File: config.mk
export PLATFORM = sky130hd
export DESIGN_NAME = peridot_csr_swi_flashid
export DESIGN_NICKNAME = d
export VERILOG_FILES = /design/src/rtl/peridot_csr_swi_flashid.sv
export SDC_FILE = /design/constraint.sdc
export NUM_CORES = 1
export LEC_CHECK = 0
export ABC_AREA = 1
export ABC_CLOCK_PERIOD_IN_PS = 8000
export CAP_MARGIN = 10
export CELL_PAD_IN_SITES_DETAIL_PLACEMENT = 1
export CELL_PAD_IN_SITES_GLOBAL_PLACEMENT = 1
export CORE_MARGIN = 2
export CORE_UTILIZATION = 37
export DETAILED_ROUTE_END_ITERATION = 6
export PLACE_DENSITY_LB_ADDON = 0.1
export SETUP_SLACK_MARGIN = 0.15
export SLEW_MARGIN = 20
export SYNTH_ARGS = -nofsm -noshare
export SYNTH_HDL_FRONTEND = slang
export SYNTH_SLANG_ARGS = --single-unit
File: constraint.sdc
create_clock -name clock_sig -period 8 [get_ports clock_sig]
set_input_delay 2 -clock clock_sig [delete_from_list [all_inputs] [get_ports clock_sig]]
set_output_delay 2 -clock clock_sig [all_outputs]
set_load 0.01 [all_outputs]
File: src/rtl/peridot_csr_swi_flashid.sv
`timescale 1ns/1ps
// SPI-flash ID sequencer: sends preamble, command and dummy bytes, reads DATA_BYTES bytes, then reduces them into id_data.
// Latency: at least 3 cycles per byte (WAIT, WRITE, GAP); id_valid rises 2 cycles after the final ready poll.
// Backpressure: stalls in WAIT while peripheral ready is low; after TIMEOUT_CYCLES it aborts the run with id_error.

module peridot_csr_swi_flashid #(
    parameter logic [7:0] FLASH_COMMAND  = 8'h4b,
    parameter int         DUMMY_BYTES    = 4,
    parameter int         DATA_BYTES     = 16,
    parameter int         OUT_WIDTH      = 64,
    parameter int         FOLD_MODE      = 1,
    parameter int         AUTOSTART      = 1,
    parameter int         TIMEOUT_CYCLES = 65535
) (
    input  logic                 clock_sig,
    input  logic                 reset_sig,
    input  logic [31:0]          flash_readdata,
    output logic                 flash_write,
    output logic [31:0]          flash_writedata,
    input  logic                 start,
    output logic                 busy,
    output logic [OUT_WIDTH-1:0] id_data,
    output logic                 id_valid,
    output logic                 id_error
);

    // Transfer indices: 0 = CS-release preamble, 1 = command, then dummies, then data up to T_LAST.
    localparam int               LAST_XFER   = 1 + DUMMY_BYTES + DATA_BYTES;
    localparam logic [5:0]       T_LAST      = 6'(LAST_XFER);
    // The byte received during transfer t-1 is sampled before issuing t; the first data byte is t = 2+DUMMY.
    localparam logic [5:0]       T_FIRST_CAP = 6'(3 + DUMMY_BYTES);
    localparam int               CNT_W       = (TIMEOUT_CYCLES < 2) ? 1 : $clog2(TIMEOUT_CYCLES + 1);
    localparam logic [CNT_W-1:0] TMO_LIMIT   = CNT_W'(TIMEOUT_CYCLES);
    localparam bit               TMO_EN      = (TIMEOUT_CYCLES != 0);

    typedef enum logic [2:0] {
        S_IDLE  = 3'd0,
        S_WAIT  = 3'd1,
        S_WRITE = 3'd2,
        S_GAP   = 3'd3,
        S_DONE  = 3'd4
    } state_t;

    state_t               state_q, state_d;
    logic [5:0]           idx_q;
    logic [CNT_W-1:0]     cnt_q;
    logic [OUT_WIDTH-1:0] id_q, id_next;
    logic                 id_valid_q, id_error_q;
    logic                 wr_q;
    logic [31:0]          wd_q;
    logic                 auto_q;

    // Decoded actions for the datapath, produced by the next-state logic.
    logic                 launch, capture, issue, timeout, finish;

    logic                 ready;
    logic [7:0]           rx_byte;
    logic [7:0]           tx_byte;
    logic                 tx_cs;
    logic [31:0]          tx_word;
    logic                 unused_readdata;

    assign ready           = flash_readdata[9];
    assign rx_byte         = flash_readdata[7:0];
    assign unused_readdata = ^{flash_readdata[31:10], flash_readdata[8]};

    assign busy            = (state_q != S_IDLE);
    assign flash_write     = wr_q;
    assign flash_writedata = wd_q;
    assign id_data         = id_q;
    assign id_valid        = id_valid_q;
    assign id_error        = id_error_q;

    // Control word for the current transfer index; CS drops on the preamble and on the last data byte.
    always_comb begin
        tx_byte = (idx_q == 6'd1) ? FLASH_COMMAND : 8'h00;
        tx_cs   = (idx_q != 6'd0) && (idx_q < T_LAST);
        tx_word = {22'd0, 1'b1, tx_cs, tx_byte};
    end

    // Identifier reduction of one received byte: XOR-rotate fold or plain shift-in.
    always_comb begin
        if (FOLD_MODE != 0) begin
            id_next = {id_q[OUT_WIDTH-9:0], id_q[OUT_WIDTH-1:OUT_WIDTH-8] ^ rx_byte};
        end else begin
            id_next = {id_q[OUT_WIDTH-9:0], rx_byte};
        end
    end

    // State register.
    always_ff @(posedge clock_sig or posedge reset_sig) begin
        if (reset_sig) begin
            state_q <= S_IDLE;
        end else begin
            state_q <= state_d;
        end
    end

    // Next-state logic and per-cycle action decode.
    always_comb begin
        state_d = state_q;
        launch  = 1'b0;
        capture = 1'b0;
        issue   = 1'b0;
        timeout = 1'b0;
        finish  = 1'b0;
        case (state_q)
            S_IDLE: begin
                if (start || auto_q) begin
                    launch  = 1'b1;
                    state_d = S_WAIT;
                end
            end
            S_WAIT: begin
                if (ready) begin
                    capture = (idx_q >= T_FIRST_CAP);
                    if (idx_q <= T_LAST) begin
                        issue   = 1'b1;
                        state_d = S_WRITE;
                    end else begin
                        state_d = S_DONE;
                    end
                end else if (TMO_EN && (cnt_q == TMO_LIMIT)) begin
                    timeout = 1'b1;
                    state_d = S_IDLE;
                end
            end
            S_WRITE: state_d = S_GAP;
            S_GAP:   state_d = S_WAIT;
            S_DONE: begin
                finish  = 1'b1;
                state_d = S_IDLE;
            end
            default: state_d = S_IDLE;
        endcase
    end

    // One-shot autostart request, armed by reset and consumed on the first cycle after release.
    always_ff @(posedge clock_sig or posedge reset_sig) begin
        if (reset_sig) begin
            auto_q <= (AUTOSTART != 0);
        end else begin
            auto_q <= 1'b0;
        end
    end

    // Transfer index and per-byte ready timeout counter.
    always_ff @(posedge clock_sig or posedge reset_sig) begin
        if (reset_sig) begin
            idx_q <= 6'd0;
            cnt_q <= '0;
        end else if (launch) begin
            idx_q <= 6'd0;
            cnt_q <= '0;
        end else if (state_q == S_WRITE) begin
            idx_q <= idx_q + 6'd1;
            cnt_q <= '0;
        end else if (state_q == S_WAIT) begin
            cnt_q <= cnt_q + 1'b1;
        end
    end

    // Peripheral write strobe and held control word; the word keeps its last value between writes.
    always_ff @(posedge clock_sig or posedge reset_sig) begin
        if (reset_sig) begin
            wr_q <= 1'b0;
            wd_q <= 32'h0000_0200;
        end else begin
            wr_q <= issue;
            if (issue) begin
                wd_q <= tx_word;
            end
        end
    end

    // Identifier accumulator and status flags; cleared when a run is launched.
    always_ff @(posedge clock_sig or posedge reset_sig) begin
        if (reset_sig) begin
            id_q       <= '0;
            id_valid_q <= 1'b0;
            id_error_q <= 1'b0;
        end else if (launch) begin
            id_q       <= '0;
            id_valid_q <= 1'b0;
            id_error_q <= 1'b0;
        end else begin
            if (capture) begin
                id_q <= id_next;
            end
            if (timeout) begin
                id_error_q <= 1'b1;
            end
            if (finish) begin
                id_valid_q <= 1'b1;
            end
        end
    end

endmodule

==> results of run 1 <==
[metrics by stage]
stage | instances | power, mW | util [%] | worst slack (ns) | hold WS (ns)
2_1_floorplan | 531 | 0.7213 | - | 3.525 | 0.4547
5_1_grt | 726 | 1.245 | 46.19 | 3.701 | 0.5192
4_1_cts | 726 | 1.189 | 46.16 | 3.972 | 0.5003
3_3_place_gp | 711 | 0.7835 | 43.94 | 3.608 | 0.4746
3_5_place_dp | 711 | 0.7897 | 43.94 | 3.595 | 0.4823
6_report | 726 | 1.173 | 46.19 | 3.980 | 0.4918
[metal layers]
| metal | vias to the layer above | part of all wire [%] |
|---|---|---|
| li1 | 1747 | - |
| met1 | 1786 | 48 |
| met2 | 62 | 45 |
| met3 | 12 | 5.3 |
| met4 | 0 | 1.6 |
| met5 | - | 0 |
[power by group through the flow]
stage | sequential (mW) | combinational (mW) | clock, mW
after global routing | 0.526 | 0.292 | 0.428
after CTS | 0.523 | 0.259 | 0.407
final | 0.523 | 0.256 | 0.394
after floorplan | 0.530 | 0.191 | 0
after global placement | 0.530 | 0.253 | 0
after detailed placement | 0.531 | 0.258 | 0
[worst min-delay path, stage by stage, from the launching register on]
cell and delay, ns:
sky130_fd_sc_hd__dfrtp_1 0.34, sky130_fd_sc_hd__nand2_1 0.05, sky130_fd_sc_hd__o21ai_0 0.06
[sequential cells by signal (all words and copies together), names as in the netlist]
register,count
id_data,64
state_q,3
id_valid,1
id_error,1
cnt_q,16
idx_q,6
flash_writedata,2
flash_write,1
auto_q,1
[cells in the final DEF, fill, tap and decap left out, drive strengths merged, types with 7 or more instances in the layout]
cell type	netlist	final
dfrtp	94	94
nand2	88	88
clkdlybuf4s50	0	84
nand3	82	82
o21ai	79	79
inv	35	36
nor2	33	33
conb	2	28
clkbuf	8	10
xor2	9	9
a21oi	8	8
nor3	7	7
[worst max-delay path by stage]
| stage | depth (start not counted) | endpoint |
|---|---|---|
| global route | 8 | id_data[22] |
| finish | 8 | id_data[22] |
| global placement | 11 | cnt_q[15] |
| CTS | 9 | cnt_q[3] |
| detailed placement | 9 | cnt_q[3] |
| floorplan | 1 | cnt_q[0] |
[kinds of logic (layout without fill, tap and decap cells)]
group           count (synthesis)  in the layout  share of synthesized area (%)
simple gates                  213            213                          21.14
flops                          95             95                          53.22
buf+inv                        89            137                          11.67
fa+ha+maj                       5              5                          1.400
compound gates                 91             91                          10.44
xor+xnor                       10             10                          1.960
other cells                     2             28                         0.1680
[final cells by class]
type / count / area [um2]
Fill cell: 1426 / 6410
Sequential cell: 95 / 2379
Multi-Input combinational cell: 347 / 1674
Timing Repair Buffer: 87 / 867.1
Clock buffer: 10 / 229.0
Tap cell: 147 / 183.9
Inverter: 35 / 133.9
Clock inverter: 5 / 35.03
==> impl_metrics.json, run 1 <==
{
  "finalNetCount": 615,
  "delay_of_the_slowest_cell_on_the_worst_path_ns": 0.57,
  "post-route-min-period_ns": 4.020,
  "layout-drive-gt1-share_pct": 5.354,
  "normalized_max_slew_margin_pct": 43.63,
  "firstDrtPassIters": 4,
  "setup_violations": 0,
  "globalRouteMet2Util_pct": 27.62,
  "first_global_vias": 3610,
  "cts_buffer_depth": 2,
  "detail_route.wirelength_um": 11370,
  "worst_slew_pin_slew_ns": 0.8443,
  "synth_common_cells": "94 x sky130_fd_sc_hd__dfrtp_1, 85 x sky130_fd_sc_hd__nand2_1, 81 x sky130_fd_sc_hd__nand3_1",
  "floorplan.initialDensity_pct": 37.52,
  "clk-insertion-delay-late_ns": 0.34,
  "die_h_um": 113.9,
  "startpoint_type": "input pin",
  "cts_made_buffers": 9,
  "synth_most_common_cell": "sky130_fd_sc_hd__dfrtp_1",
  "drtIter0Drc": 188,
  "post_synth_instance_area_um2": 4469,
  "power.internal_mw": 0.7851,
  "num_antenna_cells": 0,
  "grt_max_degree": 110,
  "cp-end-kind": "register",
  "grt.total_usage_pct": 18.62,
  "timing.critical_path.max_delay_family": "buffers and inverters",
  "crit_chain": "clkdlybuf4s50_1 > inv_1 > nor2_2 > nand2_2 > buf_4 > inv_2 > nand3_1 > o21ai_0",
  "finalWeightedCongestion": 0.7933,
  "leakage_nw": 2.416,
  "min_delay_path_depth": 2,
  "globalRoute.totalOverflow": 0,
  "worst_setup_path_startpoint": "flash_readdata[9]",
  "tritoncts": "yes",
  "cellPowerDensity_nw_per_um2": 213.2,
  "drv_cap": 0,
  "hold_path_startpoint": "flash_writedata[8]",
  "outcome": "complete, no violations",
  "design.portCount": 135,
  "synth_warnings": 0,
  "ir_drop_v": 0.0001308,
  "count_of_flip_flops_with_a_built_in_enable_after_synthesis": 0,
  "worst-r2r-setup-slack_ns": 5.34,
  "clock-skew-final_ns": 0.005283,
  "synth_seq_cells": 95,
  "relative_contribution_of_sequential_cells_to_total_power_pct": 44.6,
  "core_region_area_um2": 11910,
  "p_comb_share_pct": 21.8,
  "post_cts_resize_count": 0,
  "cts.clk_slew.worst_paths_ns": 0.07,
  "fin_tns_setup_ns": 0,
  "cts-root-buf": "sky130_fd_sc_hd__clkbuf_16",
  "worst_hold_path.endpoint": "flash_writedata[8]",
  "grt_setup_unrepaired": "no",
  "switching_share_pct": 33.06,
  "worst-endpoint-arrival_ns": 4.22,
  "pwr-share-clk_pct": 33.6,
  "syn_avg_cell_area_um2": 8.850,
  "placement.io_buffers": 84,
  "total_cell_area_at_the_placement_stage_um2": 5234,
  "grtUsageMet3_pct": 4.995,
  "remaining_drc_errors": 0,
  "synth_top_cells_by_area": "sky130_fd_sc_hd__dfrtp_1 53%, sky130_fd_sc_hd__nand3_1 9.1%, sky130_fd_sc_hd__nand2_1 7.1%",
  "r2r_worst_path_depth": 8,
  "route.detailed.vias_per_inst": 4.968,
  "critical-path-slowest-cell": "sky130_fd_sc_hd__buf_4",
  "ff_to_ff_end": "id_data[22]",
  "post_synth_inst_count": 505,
  "layout_worst_path_cycle_share_pct": 50.25,
  "dpl.hpwl_um": 7761,
  "placement_rows": 40,
  "power_switching_mw": 0.3878,
  "async_flop_share_pct": 100.0,
  "grt_first_pass_wirelength_um": 18860,
  "die_area_um2": 12970,
  "worstPathMaxFanout": 75,
  "wire_per_inst_um": 15.66,
  "netlist-cell-type-count": 30,
  "worstHoldPathType": "reg2reg",
  "synth_top_area_share_pct": 52.63,
  "grt_most_used_layer": "met2",
  "achievable-frequency_mhz": 248.7,
  "timing_hold_violations_final": 0,
  "cts_setup_buffers": 0,
  "ctsHoldBuffers": 0,
  "critPathRequiredTime_ns": 8.20,
  "antenna_violating_nets_post_route": 0,
  "grt_antenna_before_repair": 0,
  "chipWidth_um": 113.9,
  "netlist.top_cell.by_area": "sky130_fd_sc_hd__dfrtp_1",
  "syn_to_final_growth_pct": 23.10,
  "drv_slew": 0,
  "grtUsageMet1_pct": 26.25,
  "timing_worst_setup_path_type": "in2reg",
  "ys_seq_area_share_pct": 53.22,
  "dr_total_vias": 3607,
  "main_synth_ff_type": "sky130_fd_sc_hd__dfrtp_1",
  "crit-reg2reg-launch": "idx_q[0]",
  "tritoncts_num_sinks": 95,
  "ctsHtreeMaxLevel": 3,
  "crit_buf_inv": 4,
  "finish.instance_area_um2": 5502
}
Power figures use the tool's default switching activity.
==> inputs of run 2 (changes only) <==
--- a/config.mk
+++ b/config.mk
@@ -6,12 +6,12 @@
 export NUM_CORES = 1
 export LEC_CHECK = 0
 export ABC_AREA = 1
-export ABC_CLOCK_PERIOD_IN_PS = 8000
+export ABC_CLOCK_PERIOD_IN_PS = 3700
 export CAP_MARGIN = 10
 export CELL_PAD_IN_SITES_DETAIL_PLACEMENT = 1
 export CELL_PAD_IN_SITES_GLOBAL_PLACEMENT = 1
 export CORE_MARGIN = 2
-export CORE_UTILIZATION = 37
+export CORE_UTILIZATION = 35
 export DETAILED_ROUTE_END_ITERATION = 6
 export PLACE_DENSITY_LB_ADDON = 0.1
 export SETUP_SLACK_MARGIN = 0.15
==> constraint.sdc (replaced) <==
create_clock -name clock_sig -period 3.7 [get_ports clock_sig]
set_input_delay 0.925 -clock clock_sig [delete_from_list [all_inputs] [get_ports clock_sig]]
set_output_delay 0.925 -clock clock_sig [all_outputs]
set_load 0.01 [all_outputs]
==> run 2 against run 1 <==
Effect of this change:
- sequential power is 120% higher
- sequential share of layout area is 0.88 points lower
- utilization is 1.5 points lower
- combinational power is 120% higher
- die area is 5.5% higher
- first-iteration DRC count is 1.1% lower
- final cell count is 3.9% higher
- non-clock buffer count is 2 higher
- flip-flop and latch count stayed put
- wire length is 2.4% higher
- via count hardly changed
- critical path type unchanged
==> impl_metrics.json, run 2 (synthesis results as in run 1) <==
{
  "outcome": "complete, no violations",
  "tritoncts": "yes",
  "worst_slew_pin_slew_ns": 1.071,
  "cellPowerDensity_nw_per_um2": 473.2,
  "dpl.hpwl_um": 8043,
  "design.portCount": 135,
  "detail_route.wirelength_um": 11650,
  "worstPathMaxFanout": 106,
  "cts.clk_slew.worst_paths_ns": 0.07,
  "crit_chain": "clkdlybuf4s50_1 > inv_1 > nand2_1 > nand3_4 > buf_4 > nand3_1 > o21ai_0",
  "grt_first_pass_wirelength_um": 19240,
  "worst-endpoint-arrival_ns": 2.90,
  "layout_worst_path_cycle_share_pct": 71.53,
  "grt_antenna_before_repair": 0,
  "drtIter0Drc": 186,
  "drv_slew": 0,
  "timing_worst_setup_path_type": "in2reg",
  "clock-skew-final_ns": 0.007230,
  "tritoncts_num_sinks": 95,
  "ir_drop_v": 0.0002924,
  "die_area_um2": 13690,
  "achievable-frequency_mhz": 377.9,
  "globalRoute.totalOverflow": 0,
  "commonest_non_fill_non_tap_cell_in_the_layout": "sky130_fd_sc_hd__dfrtp_1",
  "timing.critical_path.max_delay_family": "buffers and inverters",
  "remaining_drc_errors": 0,
  "post_cts_resize_count": 0,
  "layout-drive-gt1-share_pct": 5.842,
  "startpoint_type": "input pin",
  "grt.total_usage_pct": 18.29,
  "largest_register_ffs": 64,
  "num_antenna_cells": 0,
  "setup_violations": 0,
  "cp-end-kind": "register",
  "grt_setup_unrepaired": "no",
  "ctsHoldBuffers": 0,
  "finalNetCount": 617,
  "leakage_nw": 2.449,
  "dr_total_vias": 3610,
  "placement.io_buffers": 84,
  "total_cell_area_at_the_placement_stage_um2": 5305,
  "clk-insertion-delay-late_ns": 0.34,
  "syn_to_final_growth_pct": 25.64,
  "normalized_max_slew_margin_pct": 28.61,
  "critPathRequiredTime_ns": 3.96,
  "finish.instance_area_um2": 5615,
  "floorplan.initialDensity_pct": 35.56,
  "worstHoldPathType": "reg2reg",
  "grt_max_degree": 107,
  "cts_setup_buffers": 0,
  "layout_common_cells": "94 x sky130_fd_sc_hd__dfrtp_1, 85 x sky130_fd_sc_hd__nand2_1, 84 x sky130_fd_sc_hd__clkdlybuf4s50_1",
  "cts-root-buf": "sky130_fd_sc_hd__clkbuf_16",
  "critical-path-slowest-cell": "sky130_fd_sc_hd__buf_4",
  "placement_rows": 41,
  "drv_cap": 0,
  "first_global_vias": 3628,
  "firstDrtPassIters": 4,
  "cts_made_buffers": 9,
  "chipWidth_um": 117,
  "delay_of_the_slowest_cell_on_the_worst_path_ns": 0.76,
  "post-route-min-period_ns": 2.647,
  "fin_tns_setup_ns": 0,
  "core_region_area_um2": 12570,
  "wire_per_inst_um": 15.44,
  "finalWeightedCongestion": 0.7686,
  "ctsHtreeMaxLevel": 3,
  "cts_buffer_depth": 2,
  "antenna_violating_nets_post_route": 0,
  "timing_hold_violations_final": 0,
  "layout.filler_cells": 1481,
  "holdWs_ns": 0.4997,
  "regArea_um2": 2379,
  "worst-r2r-setup-slack_ns": 1.64,
  "multi_input_comb_area_um2": 1674,
  "utilization_pct": 44.68,
  "crit_buf_inv": 3,
  "route.detailed.vias_per_inst": 4.788,
  "die_h_um": 117
}
==> run 2: cell types whose count changed in the layout (fill, tap and decap cells not counted), sizes merged <==
cell      previous run  this run
clkbuf              10        12
clkinv               3         1
clkinvlp             1         2
buf                  3         5
bufinv               0         1
inv                 36        35
==> run 2: layer usage <==
layer | routed length (um) | GRT usage, % | part of all wire (%) | up-vias
met1 | 5761 | 26.84 | 49 | 1771
met3 | 625 | 4.789 | 5.4 | 11
met4 | 146 | 5.725 | 1.3 | 0
met5 | 0 | 0 | 0 | -
met2 | 5110 | 26.47 | 44 | 71
li1 | - | - | - | 1757
==> run 2: worst min-delay path: cells and delay by family (launching register included) <==
kind	cells	cell delay [ns]
AO/OA/AOI/OAI	1	0.06
flip-flops	1	0.35
AND/OR/NAND/NOR	1	0.05
==> run 2: final cells by class <==
cell class              count  area share [%]
well taps                 172           3.832
clock inverters             4          0.9581
flip-flops and latches     95           42.36
inverters                  35           2.384
repair buffers             89           16.09
clock buffers              12           4.568
multi-input cells         347           29.81
==> run 2: path summary, 6_finish.rpt <==
kind,startpoint,endpoint,depth (start not counted)
hold reg to reg,flash_writedata[8],flash_writedata[8],2
setup / recovery,start,id_data[4],7
min in group asynchronous,reset_sig,idx_q[1],2
hold / removal,flash_writedata[8],flash_writedata[8],2
setup reg to reg,state_q[1],id_data[4],5
max in group asynchronous,reset_sig,id_data[56],3
==> run 2: metrics by stage <==
stage          instances  total power [mW]  setup WS (ns)
3_5_place_dp         738             1.728         0.7162
2_1_floorplan        531             1.560         0.2996
5_1_grt              754             2.812         0.8961
6_report             754             2.657          1.053
3_3_place_gp         738             1.697         0.7527
4_1_cts              754             2.698          1.103
==> run 2: power by group <==
part           internal [mW]  switching [mW]  leakage [nW]
Combinational          0.158           0.405         0.992
Clock                  0.563           0.402         0.145
Sequential              1.09          0.0425          1.31
Total                   1.81           0.849          2.45
